[config.mk]
export PLATFORM = sky130hd
export DESIGN_NAME = spi_flash_master_seq_flat
export DESIGN_NICKNAME = d
export VERILOG_FILES = /design/src/rtl/spi_flash_master_seq_if.sv /design/src/rtl/spi_flash_master_seq.sv /design/src/flat_wrapper.sv
export SDC_FILE = /design/constraint.sdc
export NUM_CORES = 1
export LEC_CHECK = 0
export CELL_PAD_IN_SITES_DETAIL_PLACEMENT = 1
export CELL_PAD_IN_SITES_GLOBAL_PLACEMENT = 1
export CORE_UTILIZATION = 35
export CTS_CLUSTER_SIZE = 40
export DETAILED_ROUTE_END_ITERATION = 8
export PLACE_DENSITY = 0.78
export SKIP_LAST_GASP = 1
export SYNTH_ARGS = -nofsm -noshare
export SYNTH_HDL_FRONTEND = slang
export SYNTH_SLANG_ARGS = --single-unit
export TNS_END_PERCENT = 5
[constraint.sdc]
create_clock -name clk -period 6 [get_ports clk]
set_input_delay 0.6 -clock clk [delete_from_list [all_inputs] [get_ports clk]]
set_output_delay 0.6 -clock clk [all_outputs]
set_load 0.02 [all_outputs]
[src/rtl/spi_flash_master_seq_if.sv]
// Bus bundle for the SPI flash master: CPU-side request/response plus flash pins.
interface spi_flash_master_seq_if #(
   parameter int DATA_W  = 32,
   parameter int ADDR_W  = 24,
   parameter int CMD_W   = 8,
   parameter int DUMMY_W = 5
) ();
   localparam int BITS_W = $clog2(DATA_W + 1);

   logic                cmd_valid;
   logic                cmd_ready;
   logic [CMD_W-1:0]    cmd;
   logic [ADDR_W-1:0]   addr;
   logic                addr_en;
   logic [DUMMY_W-1:0]  dummy_cycles;
   logic [DATA_W-1:0]   tx_data;
   logic [BITS_W-1:0]   tx_bits;
   logic [BITS_W-1:0]   rx_bits;
   logic                rsp_valid;
   logic                rsp_ready;
   logic [DATA_W-1:0]   rsp_data;
   logic                busy;
   logic                sclk;
   logic                ss_n;
   logic                mosi;
   logic                miso;

   modport master (
      input  cmd_valid, cmd, addr, addr_en, dummy_cycles, tx_data, tx_bits, rx_bits,
      input  rsp_ready, miso,
      output cmd_ready, rsp_valid, rsp_data, busy, sclk, ss_n, mosi
   );

   modport slave (
      output cmd_valid, cmd, addr, addr_en, dummy_cycles, tx_data, tx_bits, rx_bits,
      output rsp_ready, miso,
      input  cmd_ready, rsp_valid, rsp_data, busy, sclk, ss_n, mosi
   );
endinterface

[src/rtl/spi_flash_master_seq.sv]
// SPI mode-0 flash master: one framed transaction (cmd/addr/dummy/tx/rx) per request.
//
//  state   | meaning
//  --------+--------------------------------------------------------------
//  S_IDLE  | ss_n high, waiting for a request (and for any response to drain)
//  S_CMD   | shifting out the opcode
//  S_ADDR  | shifting out the address
//  S_DUMMY | dummy sclk cycles, mosi held low
//  S_TX    | shifting out the write payload
//  S_RX    | sampling miso into the response shifter
//  S_HOLD  | sclk low for one half-period before ss_n is released
//  S_GAP   | ss_n high for the minimum deselect time
module spi_flash_master_seq #(
   parameter int DATA_W  = 32,
   parameter int ADDR_W  = 24,
   parameter int CMD_W   = 8,
   parameter int DUMMY_W = 5,
   parameter int CLK_DIV = 2,
   parameter int CS_GAP  = 4
) (
   input logic                    clk,
   input logic                    rst,
   spi_flash_master_seq_if.master bus
);
   localparam int BITS_W    = $clog2(DATA_W + 1);
   localparam int MAX_AD    = (DATA_W > ADDR_W) ? DATA_W : ADDR_W;
   localparam int SH_W      = (MAX_AD > CMD_W) ? MAX_AD : CMD_W;
   localparam int DUMMY_MAX = 1 << DUMMY_W;
   localparam int CNT_MAX   = (SH_W > DUMMY_MAX) ? SH_W : DUMMY_MAX;
   localparam int CNT_W     = $clog2(CNT_MAX + 1);
   localparam int DIV_W     = $clog2(CLK_DIV + 1);
   localparam int GAP_LD    = (CS_GAP < 1) ? 1 : CS_GAP;
   localparam int GAP_W     = $clog2(GAP_LD + 1);

   typedef enum logic [2:0] {
      S_IDLE, S_CMD, S_ADDR, S_DUMMY, S_TX, S_RX, S_HOLD, S_GAP
   } state_t;

   state_t              state_q, state_d, nxt;
   logic [DIV_W-1:0]    div_q, div_d;
   logic [GAP_W-1:0]    gap_q, gap_d;
   logic [CNT_W-1:0]    cnt_q, cnt_d, ld_cnt;
   logic [SH_W-1:0]     sh_q, sh_d, ld_sh;
   logic [DATA_W-1:0]   rx_q, rx_d;
   logic                sclk_q, sclk_d;
   logic                ss_n_q, ss_n_d;
   logic                rsp_valid_q, rsp_valid_d;
   logic [DATA_W-1:0]   rsp_data_q, rsp_data_d;
   logic                addr_en_q, addr_en_d;
   logic [DUMMY_W-1:0]  dummy_q, dummy_d;
   logic [ADDR_W-1:0]   addr_q, addr_d;
   logic [DATA_W-1:0]   txd_q, txd_d;
   logic [BITS_W-1:0]   txb_q, txb_d;
   logic [BITS_W-1:0]   rxb_q, rxb_d;
   logic                cmd_ready;
   logic                tick;

   assign cmd_ready     = (state_q == S_IDLE) && !rsp_valid_q;
   assign bus.cmd_ready = cmd_ready;
   assign bus.rsp_valid = rsp_valid_q;
   assign bus.rsp_data  = rsp_data_q;
   assign bus.busy      = (state_q != S_IDLE);
   assign bus.sclk      = sclk_q;
   assign bus.ss_n      = ss_n_q;
   // mosi is the shifter MSB; the shifter is cleared outside data-bearing phases
   assign bus.mosi      = sh_q[SH_W-1];

   // State and datapath registers, all cleared asynchronously
   always_ff @(posedge clk or posedge rst) begin
      if (rst) begin
         state_q     <= S_IDLE;
         div_q       <= '0;
         gap_q       <= '0;
         cnt_q       <= '0;
         sh_q        <= '0;
         rx_q        <= '0;
         sclk_q      <= 1'b0;
         ss_n_q      <= 1'b1;
         rsp_valid_q <= 1'b0;
         rsp_data_q  <= '0;
         addr_en_q   <= 1'b0;
         dummy_q     <= '0;
         addr_q      <= '0;
         txd_q       <= '0;
         txb_q       <= '0;
         rxb_q       <= '0;
      end else begin
         state_q     <= state_d;
         div_q       <= div_d;
         gap_q       <= gap_d;
         cnt_q       <= cnt_d;
         sh_q        <= sh_d;
         rx_q        <= rx_d;
         sclk_q      <= sclk_d;
         ss_n_q      <= ss_n_d;
         rsp_valid_q <= rsp_valid_d;
         rsp_data_q  <= rsp_data_d;
         addr_en_q   <= addr_en_d;
         dummy_q     <= dummy_d;
         addr_q      <= addr_d;
         txd_q       <= txd_d;
         txb_q       <= txb_d;
         rxb_q       <= rxb_d;
      end
   end

   // Next-state: phase sequencing, sclk divider, bit shifting and response handshake
   always_comb begin
      state_d     = state_q;
      div_d       = div_q;
      gap_d       = gap_q;
      cnt_d       = cnt_q;
      sh_d        = sh_q;
      rx_d        = rx_q;
      sclk_d      = sclk_q;
      ss_n_d      = ss_n_q;
      rsp_valid_d = rsp_valid_q;
      rsp_data_d  = rsp_data_q;
      addr_en_d   = addr_en_q;
      dummy_d     = dummy_q;
      addr_d      = addr_q;
      txd_d       = txd_q;
      txb_d       = txb_q;
      rxb_d       = rxb_q;
      tick        = (div_q == DIV_W'(1));

      // Earliest non-empty phase after the current one; later checks override earlier ones
      nxt = S_HOLD;
      if (rxb_q != '0 && state_q != S_RX) nxt = S_RX;
      if (txb_q != '0 && state_q inside {S_CMD, S_ADDR, S_DUMMY}) nxt = S_TX;
      if (dummy_q != '0 && state_q inside {S_CMD, S_ADDR}) nxt = S_DUMMY;
      if (addr_en_q && state_q == S_CMD) nxt = S_ADDR;

      ld_sh  = '0;
      ld_cnt = '0;
      case (nxt)
         S_ADDR: begin
            ld_sh  = SH_W'(addr_q) << (SH_W - ADDR_W);
            ld_cnt = CNT_W'(ADDR_W);
         end
         S_DUMMY: ld_cnt = CNT_W'(dummy_q);
         S_TX: begin
            ld_sh  = SH_W'(txd_q) << (SH_W - DATA_W);
            ld_cnt = CNT_W'(txb_q);
         end
         S_RX:    ld_cnt = CNT_W'(rxb_q);
         default: ;
      endcase

      if (rsp_valid_q && bus.rsp_ready) rsp_valid_d = 1'b0;

      case (state_q)
         S_IDLE: begin
            if (bus.cmd_valid && cmd_ready) begin
               state_d   = S_CMD;
               ss_n_d    = 1'b0;
               sh_d      = SH_W'(bus.cmd) << (SH_W - CMD_W);
               cnt_d     = CNT_W'(CMD_W);
               div_d     = DIV_W'(CLK_DIV);
               rx_d      = '0;
               addr_en_d = bus.addr_en;
               dummy_d   = bus.dummy_cycles;
               addr_d    = bus.addr;
               txd_d     = bus.tx_data;
               txb_d     = (bus.tx_bits > BITS_W'(DATA_W)) ? BITS_W'(DATA_W) : bus.tx_bits;
               rxb_d     = (bus.rx_bits > BITS_W'(DATA_W)) ? BITS_W'(DATA_W) : bus.rx_bits;
            end
         end
         S_CMD, S_ADDR, S_DUMMY, S_TX, S_RX: begin
            div_d = tick ? DIV_W'(CLK_DIV) : div_q - DIV_W'(1);
            if (tick) begin
               sclk_d = ~sclk_q;
               if (!sclk_q) begin
                  if (state_q == S_RX) rx_d = {rx_q[DATA_W-2:0], bus.miso};
               end else if (cnt_q == CNT_W'(1)) begin
                  state_d = nxt;
                  cnt_d   = ld_cnt;
                  sh_d    = ld_sh;
               end else begin
                  cnt_d = cnt_q - CNT_W'(1);
                  sh_d  = sh_q << 1;
               end
            end
         end
         S_HOLD: begin
            div_d = tick ? DIV_W'(CLK_DIV) : div_q - DIV_W'(1);
            if (tick) begin
               state_d = S_GAP;
               ss_n_d  = 1'b1;
               gap_d   = GAP_W'(GAP_LD);
               if (rxb_q != '0) begin
                  rsp_valid_d = 1'b1;
                  rsp_data_d  = rx_q;
               end
            end
         end
         S_GAP: begin
            gap_d = gap_q - GAP_W'(1);
            if (gap_q == GAP_W'(1)) state_d = S_IDLE;
         end
         default: state_d = S_IDLE;
      endcase
   end
endmodule

[src/flat_wrapper.sv]
// flat-port wrapper written by rule: the top's interface ports become plain ports
module spi_flash_master_seq_flat 
#(
   parameter int DATA_W  = 32,
   parameter int ADDR_W  = 24,
   parameter int CMD_W   = 8,
   parameter int DUMMY_W = 5,
   parameter int CLK_DIV = 2,
   parameter int CS_GAP  = 4
)
  (clk, rst, bus_cmd_valid, bus_cmd, bus_addr, bus_addr_en, bus_dummy_cycles, bus_tx_data, bus_tx_bits, bus_rx_bits, bus_rsp_ready, bus_miso, bus_cmd_ready, bus_rsp_valid, bus_rsp_data, bus_busy, bus_sclk, bus_ss_n, bus_mosi);
  spi_flash_master_seq_if #(.DATA_W(DATA_W), .ADDR_W(ADDR_W), .CMD_W(CMD_W), .DUMMY_W(DUMMY_W)) bus_i ();
  input logic clk;
  input logic rst;
  input wire logic [$bits(bus_i.cmd_valid)-1:0] bus_cmd_valid;
  input wire logic [$bits(bus_i.cmd)-1:0] bus_cmd;
  input wire logic [$bits(bus_i.addr)-1:0] bus_addr;
  input wire logic [$bits(bus_i.addr_en)-1:0] bus_addr_en;
  input wire logic [$bits(bus_i.dummy_cycles)-1:0] bus_dummy_cycles;
  input wire logic [$bits(bus_i.tx_data)-1:0] bus_tx_data;
  input wire logic [$bits(bus_i.tx_bits)-1:0] bus_tx_bits;
  input wire logic [$bits(bus_i.rx_bits)-1:0] bus_rx_bits;
  input wire logic [$bits(bus_i.rsp_ready)-1:0] bus_rsp_ready;
  input wire logic [$bits(bus_i.miso)-1:0] bus_miso;
  output wire logic [$bits(bus_i.cmd_ready)-1:0] bus_cmd_ready;
  output wire logic [$bits(bus_i.rsp_valid)-1:0] bus_rsp_valid;
  output wire logic [$bits(bus_i.rsp_data)-1:0] bus_rsp_data;
  output wire logic [$bits(bus_i.busy)-1:0] bus_busy;
  output wire logic [$bits(bus_i.sclk)-1:0] bus_sclk;
  output wire logic [$bits(bus_i.ss_n)-1:0] bus_ss_n;
  output wire logic [$bits(bus_i.mosi)-1:0] bus_mosi;
  assign bus_i.cmd_valid = bus_cmd_valid;
  assign bus_i.cmd = bus_cmd;
  assign bus_i.addr = bus_addr;
  assign bus_i.addr_en = bus_addr_en;
  assign bus_i.dummy_cycles = bus_dummy_cycles;
  assign bus_i.tx_data = bus_tx_data;
  assign bus_i.tx_bits = bus_tx_bits;
  assign bus_i.rx_bits = bus_rx_bits;
  assign bus_i.rsp_ready = bus_rsp_ready;
  assign bus_i.miso = bus_miso;
  assign bus_cmd_ready = bus_i.cmd_ready;
  assign bus_rsp_valid = bus_i.rsp_valid;
  assign bus_rsp_data = bus_i.rsp_data;
  assign bus_busy = bus_i.busy;
  assign bus_sclk = bus_i.sclk;
  assign bus_ss_n = bus_i.ss_n;
  assign bus_mosi = bus_i.mosi;
  spi_flash_master_seq #(.DATA_W(DATA_W), .ADDR_W(ADDR_W), .CMD_W(CMD_W), .DUMMY_W(DUMMY_W), .CLK_DIV(CLK_DIV), .CS_GAP(CS_GAP)) u_core (.clk(clk), .rst(rst), .bus(bus_i));
endmodule
==> results of run 1 <==
-- cell families after synthesis --
family | Yosys count | share of synthesized area (%)
xor gates and xnor gates | 2 | 0.210
and+or+nand+nor | 399 | 20.5
DFF | 187 | 56.1
adders and majority gates | 4 | 0.600
muxes | 32 | 4.32
AOI/OAI and AO/OA | 192 | 14.8
buffers and inverters | 69 | 3.48
-- power by group --
group | internal, mW | total, mW | switching [mW] | leakage (nW)
clock network | 0.562 | 1.12 | 0.562 | 0.290
registers | 1.61 | 1.93 | 0.319 | 2.47
logic | 0.549 | 1.65 | 1.10 | 1.99
total | 2.73 | 4.71 | 1.98 | 4.75
-- layer usage --
metal / part of all wire (%) / track usage [%] / vias up / wire length (um)
met5: 0 / 0 / - / 0
met2: 49 / 30.6 / 108 / 10600
met3: 3.2 / 3.10 / 17 / 689
met4: 1.2 / 4.95 / 0 / 250
met1: 47 / 25.2 / 3317 / 10200
li1: - / - / 3205 / -
-- worst reg2reg max path, stage by stage, from the launching register on --
cell,delay [ns]
dfrtp_1,0.64
nor3_2,0.45
inv_2,0.18
and4_1,0.22
buf_4,0.24
nor2_2,0.97
o22ai_1,0.24
a21oi_1,0.16
-- final timing paths --
check | endpoint | cells after the start
setup reg to reg | u_core.cnt_q[5] | 7
hold reg to reg | u_core.txd_q[21] | 2
max in group asynchronous | u_core.div_q[0] | 3
min in group asynchronous | u_core.bus.rsp_data[3] | 2
hold / removal | u_core.txd_q[21] | 2
setup / recovery | u_core.cnt_q[5] | 7
-- through the flow --
step                cells  setup WS (ns)  utilization [%]  area, um^2
finish               1309           2.83             44.6       10400
floorplan             885          0.316                -        8350
global route         1309           2.56             44.6       10400
detailed placement   1277           2.84             42.1        9850
global placement     1277           2.90             42.1        9850
CTS                  1309           2.83             44.6       10400
-- cell usage after synthesis (all sizes together) (7+ instances only) --
cell and instances:
and3 9, nor2 17, a221oi 28, o21ai 93
a21oi 25, nand2 315, nand3b 12, nand3 10
inv 10, clkbuf 32, nand2b 7, buf 27
dfrtp 186, a31oi 10, a21o 7, nor3 9
mux2 32
-- final cells by class --
type	count	area, um^2
Clock buffer	17	425
Clock inverter	15	164
Fill cell	2700	13000
Inverter	10	45.0
Multi-Input combinational cell	629	3420
Sequential cell	187	4680
Tap cell	319	399
Timing Repair Buffer	132	1300
-- sequential cells by signal, indices dropped and copies added, names as in the netlist --
register,count
u_core.dummy_q,5
u_core.bus.sclk,1
u_core.state_q,3
u_core.txd_q,32
u_core.bus.rsp_data,32
u_core.sh_q,32
u_core.rx_q,32
u_core.bus.rsp_valid,1
u_core.rxb_q,6
u_core.div_q,2
u_core.addr_en_q,1
u_core.cnt_q,6
u_core.addr_q,24
u_core.txb_q,6
u_core.gap_q,3
u_core.bus.ss_n,1
==> results.ini, run 1 <==
[pwr]
leakage_nw = 4.75
design_power_total_mw = 4.71
ir_worst_vdd_v = 0.000238
powerDensity_nw_per_um2 = 451

[worst_setup_path]
arrival_ns = 3.52
critPathMaxStageDelay_ns = 0.97
endpoint_kind = flop
cp.required_ns = 6.35
crit_type = reg2reg
slowest_stage = nor2_2
crit_buf_inv = 2
cp_max_fo = 41
reg2reg_from = u_core.state_q[0]
crit_start = u_core.state_q[0]
rrSetupSlack_ns = 2.83
start_kind = flop
cp_top_family = simple AND/OR/NAND/NOR gates
crit_path_cell_trace = nor3_2 > inv_2 > and4_1 > buf_4 > nor2_2 > o22ai_1 > a21oi_1

[sta]
setup_violations = 0
slew_violations = 0
maxSlewHeadroom_pct = 17.8
layout_min_cycle_time_ns = 3.17
post-route-period-util_pct = 52.8
grt_setup_unrepaired = no
hold_viol_final = 0
finClkSkew_ns = 0.0147
hold-worst-slack_ns = 0.479
setup_tns_ns = 0
fmax_mhz = 316
worst_pin_slew_ns = 1.23

[logic_synthesis]
ys_warn_count = 0
ys_ff_latch = 187
yosys.area.top_type = dfrtp_1
synthArstFlopShare_pct = 100
seq_area_frac_synth_pct = 56.1
syn-num-nets = 976
avgSynthCellArea_um2 = 9.43
yosysTopAreaCellShare_pct = 55.8
synth_edf_count = 0
synth_cells = 885
ys_types = 62
synth.top_cells.by_area = dfrtp_1, nand2_1, o21ai_0
netlist_area_um2 = 8350
synth_flop_cell = dfrtp_1

[drt]
via_per_inst = 5.08
route.vias.total = 6647
wl_per_cell_um = 16.6
first_iter_violations = 372
postRouteAntennaNets = 0
first_pass_iters = 4
drc_errors = 0
routed_wl_um = 21700

[grt]
antenna_found_initial = 0
track_usage_pct = 18.5
grt-ovfl-total = 0
grt_max_degree = 142
grt_pass1_vias = 6992
grt_pass1_wl_um = 35900

[final_layout]
drive_above_1_share_pct = 9.60
mostFrequentLayoutCells = nand2_1, dfrtp_1, clkdlybuf4s50_1
areaGrowthSynthToFinish_pct = 25.1
nets = 1068
n_antenna_cell = 0
final_common_cell = nand2_1

[place]
gp_congestion = 0.805
post-dp-hpwl_um = 14100
portBuffers = 124

[die]
io_pins = 125
design.core.area_um2 = 23400
dieWidth_um = 156
core.rowCount = 56
die_h_um = 156
initial_core_util_pct = 35.7
dieArea_um2 = 24500

[run_status]
status = finished clean

[clocking]
cts_tree = built
htreeDepth = 4
cts_buffers = 17
cts_sinks = 187
clk_latency_ns = 0.44
postCtsSetupRepairBufs = 0
clkTransAtPathRegs_ns = 0.07
cts_resized = 0
clock_path_buffers = 2
cts.hold.buffers_added = 0
cts-root-buf = clkbuf_16

[min_path]
hp-start = u_core.txd_q[21]
hold_path.class = reg2reg

[run]
maxCapViolCount = 0

(Power assumes the default switching activity.)
==> run 2, diff against run 1 <==
Clock period 6 ns to 2.7 ns, I/O delays scaled along.
==> results.ini, run 2 (synthesis gave the netlist of run 1 again) <==
[final_layout]
final_common_cell = nand2_1
areaGrowthSynthToFinish_pct = 28.5
drive_above_1_share_pct = 11.7
n_antenna_cell = 0
fin_util_pct = 45.8
nets = 1092
mostFrequentLayoutCells = nand2_1, dfrtp_1, clkdlybuf4s50_1

[sta]
hold_viol_final = 0
hold-worst-slack_ns = 0.288
layout_min_cycle_time_ns = 2.52
setup_tns_ns = 0
fin_ws_ns = 0.183
post-route-period-util_pct = 93.2
fmax_mhz = 397
setup_violations = 0
slew_violations = 0
grt_setup_unrepaired = no
worst_pin_slew_ns = 0.816
finClkSkew_ns = 0.0125
maxSlewHeadroom_pct = 45.6

[grt]
grt_max_degree = 74
antenna_found_initial = 0
track_usage_pct = 19.6
grt_pass1_wl_um = 37800
grt-ovfl-total = 0
grt_pass1_vias = 7347

[pwr]
powerDensity_nw_per_um2 = 1030
p_sw_mw = 4.62
sw_frac_of_total_pct = 42.0
p_clk_share_pct = 23.4
ir_worst_vdd_v = 0.000614
leakage_nw = 4.90
intPower_mw = 6.38
seqPwrFrac_pct = 38.8
power_frac_comb_pct = 37.8

[place]
dp_slack_ns = 0.332
post-dp-hpwl_um = 15300
portBuffers = 124
gp_congestion = 0.832

[die]
dieArea_um2 = 24500
io_pins = 125
dieWidth_um = 156
die_h_um = 156
design.core.area_um2 = 23400
core.rowCount = 56
initial_core_util_pct = 35.7

[worst_setup_path]
endpoint_kind = output port
crit_buf_inv = 3
slowest_stage = clkdlybuf4s50_1
reg2reg_from = u_core.cnt_q[1]
cp_max_fo = 14
cp_top_family = buffers and inverters
crit_path_cell_trace = buf_4 > nor3_4 > inv_2 > nor2_1 > clkdlybuf4s50_1
cp.required_ns = 2.43
crit_start = u_core.state_q[1]
arrival_ns = 2.25
start_kind = flop
critPathMaxStageDelay_ns = 0.61
crit_type = reg2out

[clocking]
cts_resized = 0
cts_sinks = 187
clock_path_buffers = 2
clkTransAtPathRegs_ns = 0.09
postCtsSetupRepairBufs = 0
htreeDepth = 4
cts_tree = built
cts_buffers = 17
cts-root-buf = clkbuf_16
cts.hold.buffers_added = 0
clk_latency_ns = 0.45

[run]
maxCapViolCount = 0

[drt]
first_pass_iters = 4
via_per_inst = 5.19
wl_per_cell_um = 17.0
route.vias.total = 6916
drc_errors = 0
postRouteAntennaNets = 0
routed_wl_um = 22600
first_iter_violations = 413

[run_status]
status = finished clean

[min_path]
hold_path.class = in2async

## run 2: cell types whose count changed in the layout (fill, tap and decap cells not counted), sizes merged
cell | previous run | this run
clkinv | 5 | 7
clkinvlp | 0 | 1
buf | 8 | 32
inv | 20 | 17
## run 2: per-layer routing
layer	up-vias	global-route usage (%)	wire [um]
met2	141	33.0	11200
met3	37	3.35	723
met1	3470	25.4	10300
met4	0	6.72	449
met5	-	0	0
li1	3268	-	-
## run 2: power by group through the flow
stage / clock (mW) / sequential [mW] / combinational (mW)
2_1_floorplan: 0 / 4.07 / 2.73
3_3_place_gp: 0 / 4.26 / 4.03
3_5_place_dp: 0 / 4.30 / 4.16
4_1_cts: 2.62 / 4.26 / 4.20
5_1_grt: 2.73 / 4.37 / 4.67
6_report: 2.57 / 4.27 / 4.16
## run 2: area by class of cell
type	instances	area [um^2]
clock buffers	17	425
clock inverters	15	191
multi-input cells	629	3430
repair buffers	156	1560
inverters	10	41.3
well taps	319	399
fillers	2662	12700
flip-flops and latches	187	4680
## run 2: worst paths after layout
kind	cells past startpoint	slack [ns]	end
worst max-delay path	5	0.18	bus_cmd_ready
worst min-delay path	3	0.29	u_core.rx_q[0]
worst max register to register	7	0.34	u_core.cnt_q[0]
worst min register to register	2	0.48	u_core.txd_q[29]
max in group asynchronous	3	1.66	u_core.addr_q[2]
min in group clk	3	0.35	u_core.txd_q[8]
## run 2: worst reg2reg max path, delay by kind of cell (launching register included)
family / cells / cell delay, ns
AOI/OAI and AO/OA: 3 / 0.72
adders and majority gates: 1 / 0.13
buffers and inverters: 1 / 0.09
DFF: 1 / 0.42
and+or+nand+nor: 2 / 0.89
## run 2: stage by stage
step                area, um^2  power [mW]  instances
finish                   10700        11.0       1333
global route             10700        11.8       1333
CTS                      10700        11.1       1333
detailed placement       10100        8.46       1301
global placement         10100        8.29       1301
floorplan                 8350        6.81        885
==> run 3, diff against run 2 <==
Settings changed: PLACE_DENSITY 0.78 to 0.75.
Clock period 2.7 ns to 2.5 ns, I/O delays scaled along.
==> results.ini, run 3 (synthesis gave the netlist of run 1 again) <==
[grt]
grt-ovfl-total = 0
grt_pass1_wl_um = 37300
grt_max_degree = 113
antenna_found_initial = 0
grt_pass1_vias = 7083
track_usage_pct = 19.4

[worst_setup_path]
cp_top_family = buffers and inverters
crit_path_cell_trace = nor3_4 > inv_2 > nor2_1 > clkdlybuf4s50_1
cp.required_ns = 2.25
start_kind = flop
crit_type = reg2out
slowest_stage = clkdlybuf4s50_1
critPathMaxStageDelay_ns = 0.63
arrival_ns = 2.16
endpoint_kind = output port
crit_buf_inv = 2
cp_max_fo = 10

[drt]
postRouteAntennaNets = 0
drc_errors = 0
routed_wl_um = 22200
route.vias.total = 6833
wl_per_cell_um = 16.7
via_per_inst = 5.15
first_iter_violations = 362
first_pass_iters = 5

[sta]
setup_violations = 0
layout_min_cycle_time_ns = 2.41
worst_pin_slew_ns = 0.619
hold_viol_final = 0
fin_ws_ns = 0.0902
finClkSkew_ns = 0.0164
slew_violations = 0
maxSlewHeadroom_pct = 58.7
fmax_mhz = 415
grt_setup_unrepaired = no
post-route-period-util_pct = 96.4

[place]
portBuffers = 124
post-dp-hpwl_um = 14800
dpl.cell_count = 1294
gp_congestion = 0.843
dp_slack_ns = 0.244

[pwr]
powerDensity_nw_per_um2 = 1100
design_power_total_mw = 11.7
leakage_nw = 4.87
ir_worst_vdd_v = 0.000549

[clocking]
cts-root-buf = clkbuf_16
clkTransAtPathRegs_ns = 0.07
cts_sinks = 187
clk_latency_ns = 0.44
cts_tree = built
clock_path_buffers = 2
cts_buffers = 17
htreeDepth = 4

[final_layout]
final_cells = 1327
ff_latch_area_um2 = 4680
nets = 1086
areaGrowthSynthToFinish_pct = 27.9
n_antenna_cell = 0
drive_above_1_share_pct = 11.2
fin_util_pct = 45.6
final_common_cell = nand2_1
multiInputGateArea_um2 = 3430
mostFrequentLayoutCells = nand2_1, dfrtp_1, clkdlybuf4s50_1
fillers = 2691

[die]
dieArea_um2 = 24500
core.rowCount = 56
io_pins = 125
die_h_um = 156
dieWidth_um = 156
initial_core_util_pct = 35.7
design.core.area_um2 = 23400

[run]
maxCapViolCount = 0

[run_status]
status = finished clean

[min_path]
hold_path.class = in2async

-- run 3: cell types whose count changed in the layout (fill, tap and decap cells not counted) --
cell	previous run	this run
clkinv_4	1	2
clkbuf_8	0	1
inv_6	4	5
buf_4	26	19
buf_12	6	7
inv_12	1	0
clkinv_8	6	5
inv_8	3	2
-- run 3: layer usage --
| layer | routed length [um] | up-vias | share of wire, % | track usage, % |
|---|---|---|---|---|
| li1 | - | 3252 | - | - |
| met1 | 10000 | 3432 | 45 | 25.7 |
| met2 | 11000 | 120 | 50 | 32.0 |
| met3 | 717 | 29 | 3.2 | 3.35 |
| met4 | 414 | 0 | 1.9 | 6.91 |
| met5 | 0 | - | 0 | 0 |
-- run 3: stage by stage --
stage                     hold WS [ns]  area (um^2)  TNS [ns]
after floorplan                  0.355         8350    -28.96
after global placement           0.461        10100         0
after detailed placement         0.466        10100         0
after CTS                        0.303        10700         0
after global routing             0.329        10700         0
final                            0.290        10700         0
-- run 3: final timing paths --
kind,cells past startpoint,endpoint,slack (ns),from
worst max-delay path,4,bus_cmd_ready,0.09,u_core.state_q[1]
worst min-delay path,3,u_core.bus.rsp_data[1],0.29,rst
worst max register to register,6,u_core.cnt_q[0],0.20,u_core.state_q[0]
worst min register to register,2,u_core.txd_q[6],0.48,u_core.txd_q[6]
max in group asynchronous,3,u_core.addr_en_q,1.65,rst
min in group clk,3,u_core.addr_q[4],0.32,bus_addr[4]
-- run 3: worst register-to-register path, cell delays in order (launching register included) --
cell and delay (ns):
dfrtp_1 0.55, buf_4 0.23, nand2b_1 0.13, a221oi_1 0.54
nor4_2 0.15, a221o_1 0.39, a22o_1 0.20
-- run 3: power by group --
| group | switching (mW) | total (mW) | internal, mW |
|---|---|---|---|
| sequential | 0.733 | 4.61 | 3.88 |
| clock | 1.34 | 2.72 | 1.38 |
| combinational | 2.84 | 4.41 | 1.57 |
-- run 3: layout make-up --
class,instances,share of cell area [%]
clock buffer,18,4.11
clock inverter,14,1.55
inverter,10,0.387
multi-input combinational,629,32.1
sequential,187,43.8
tap,319,3.74
timing repair buffer,150,14.3
-- run 3: timing repair --
action,4_1_cts,5_1_grt
hold buffers,0,0
setup endpoints to repair,1,1
buffers inserted,0,1
resized for setup,1,0
pin swaps,0,1
hold endpoints to repair,0,0
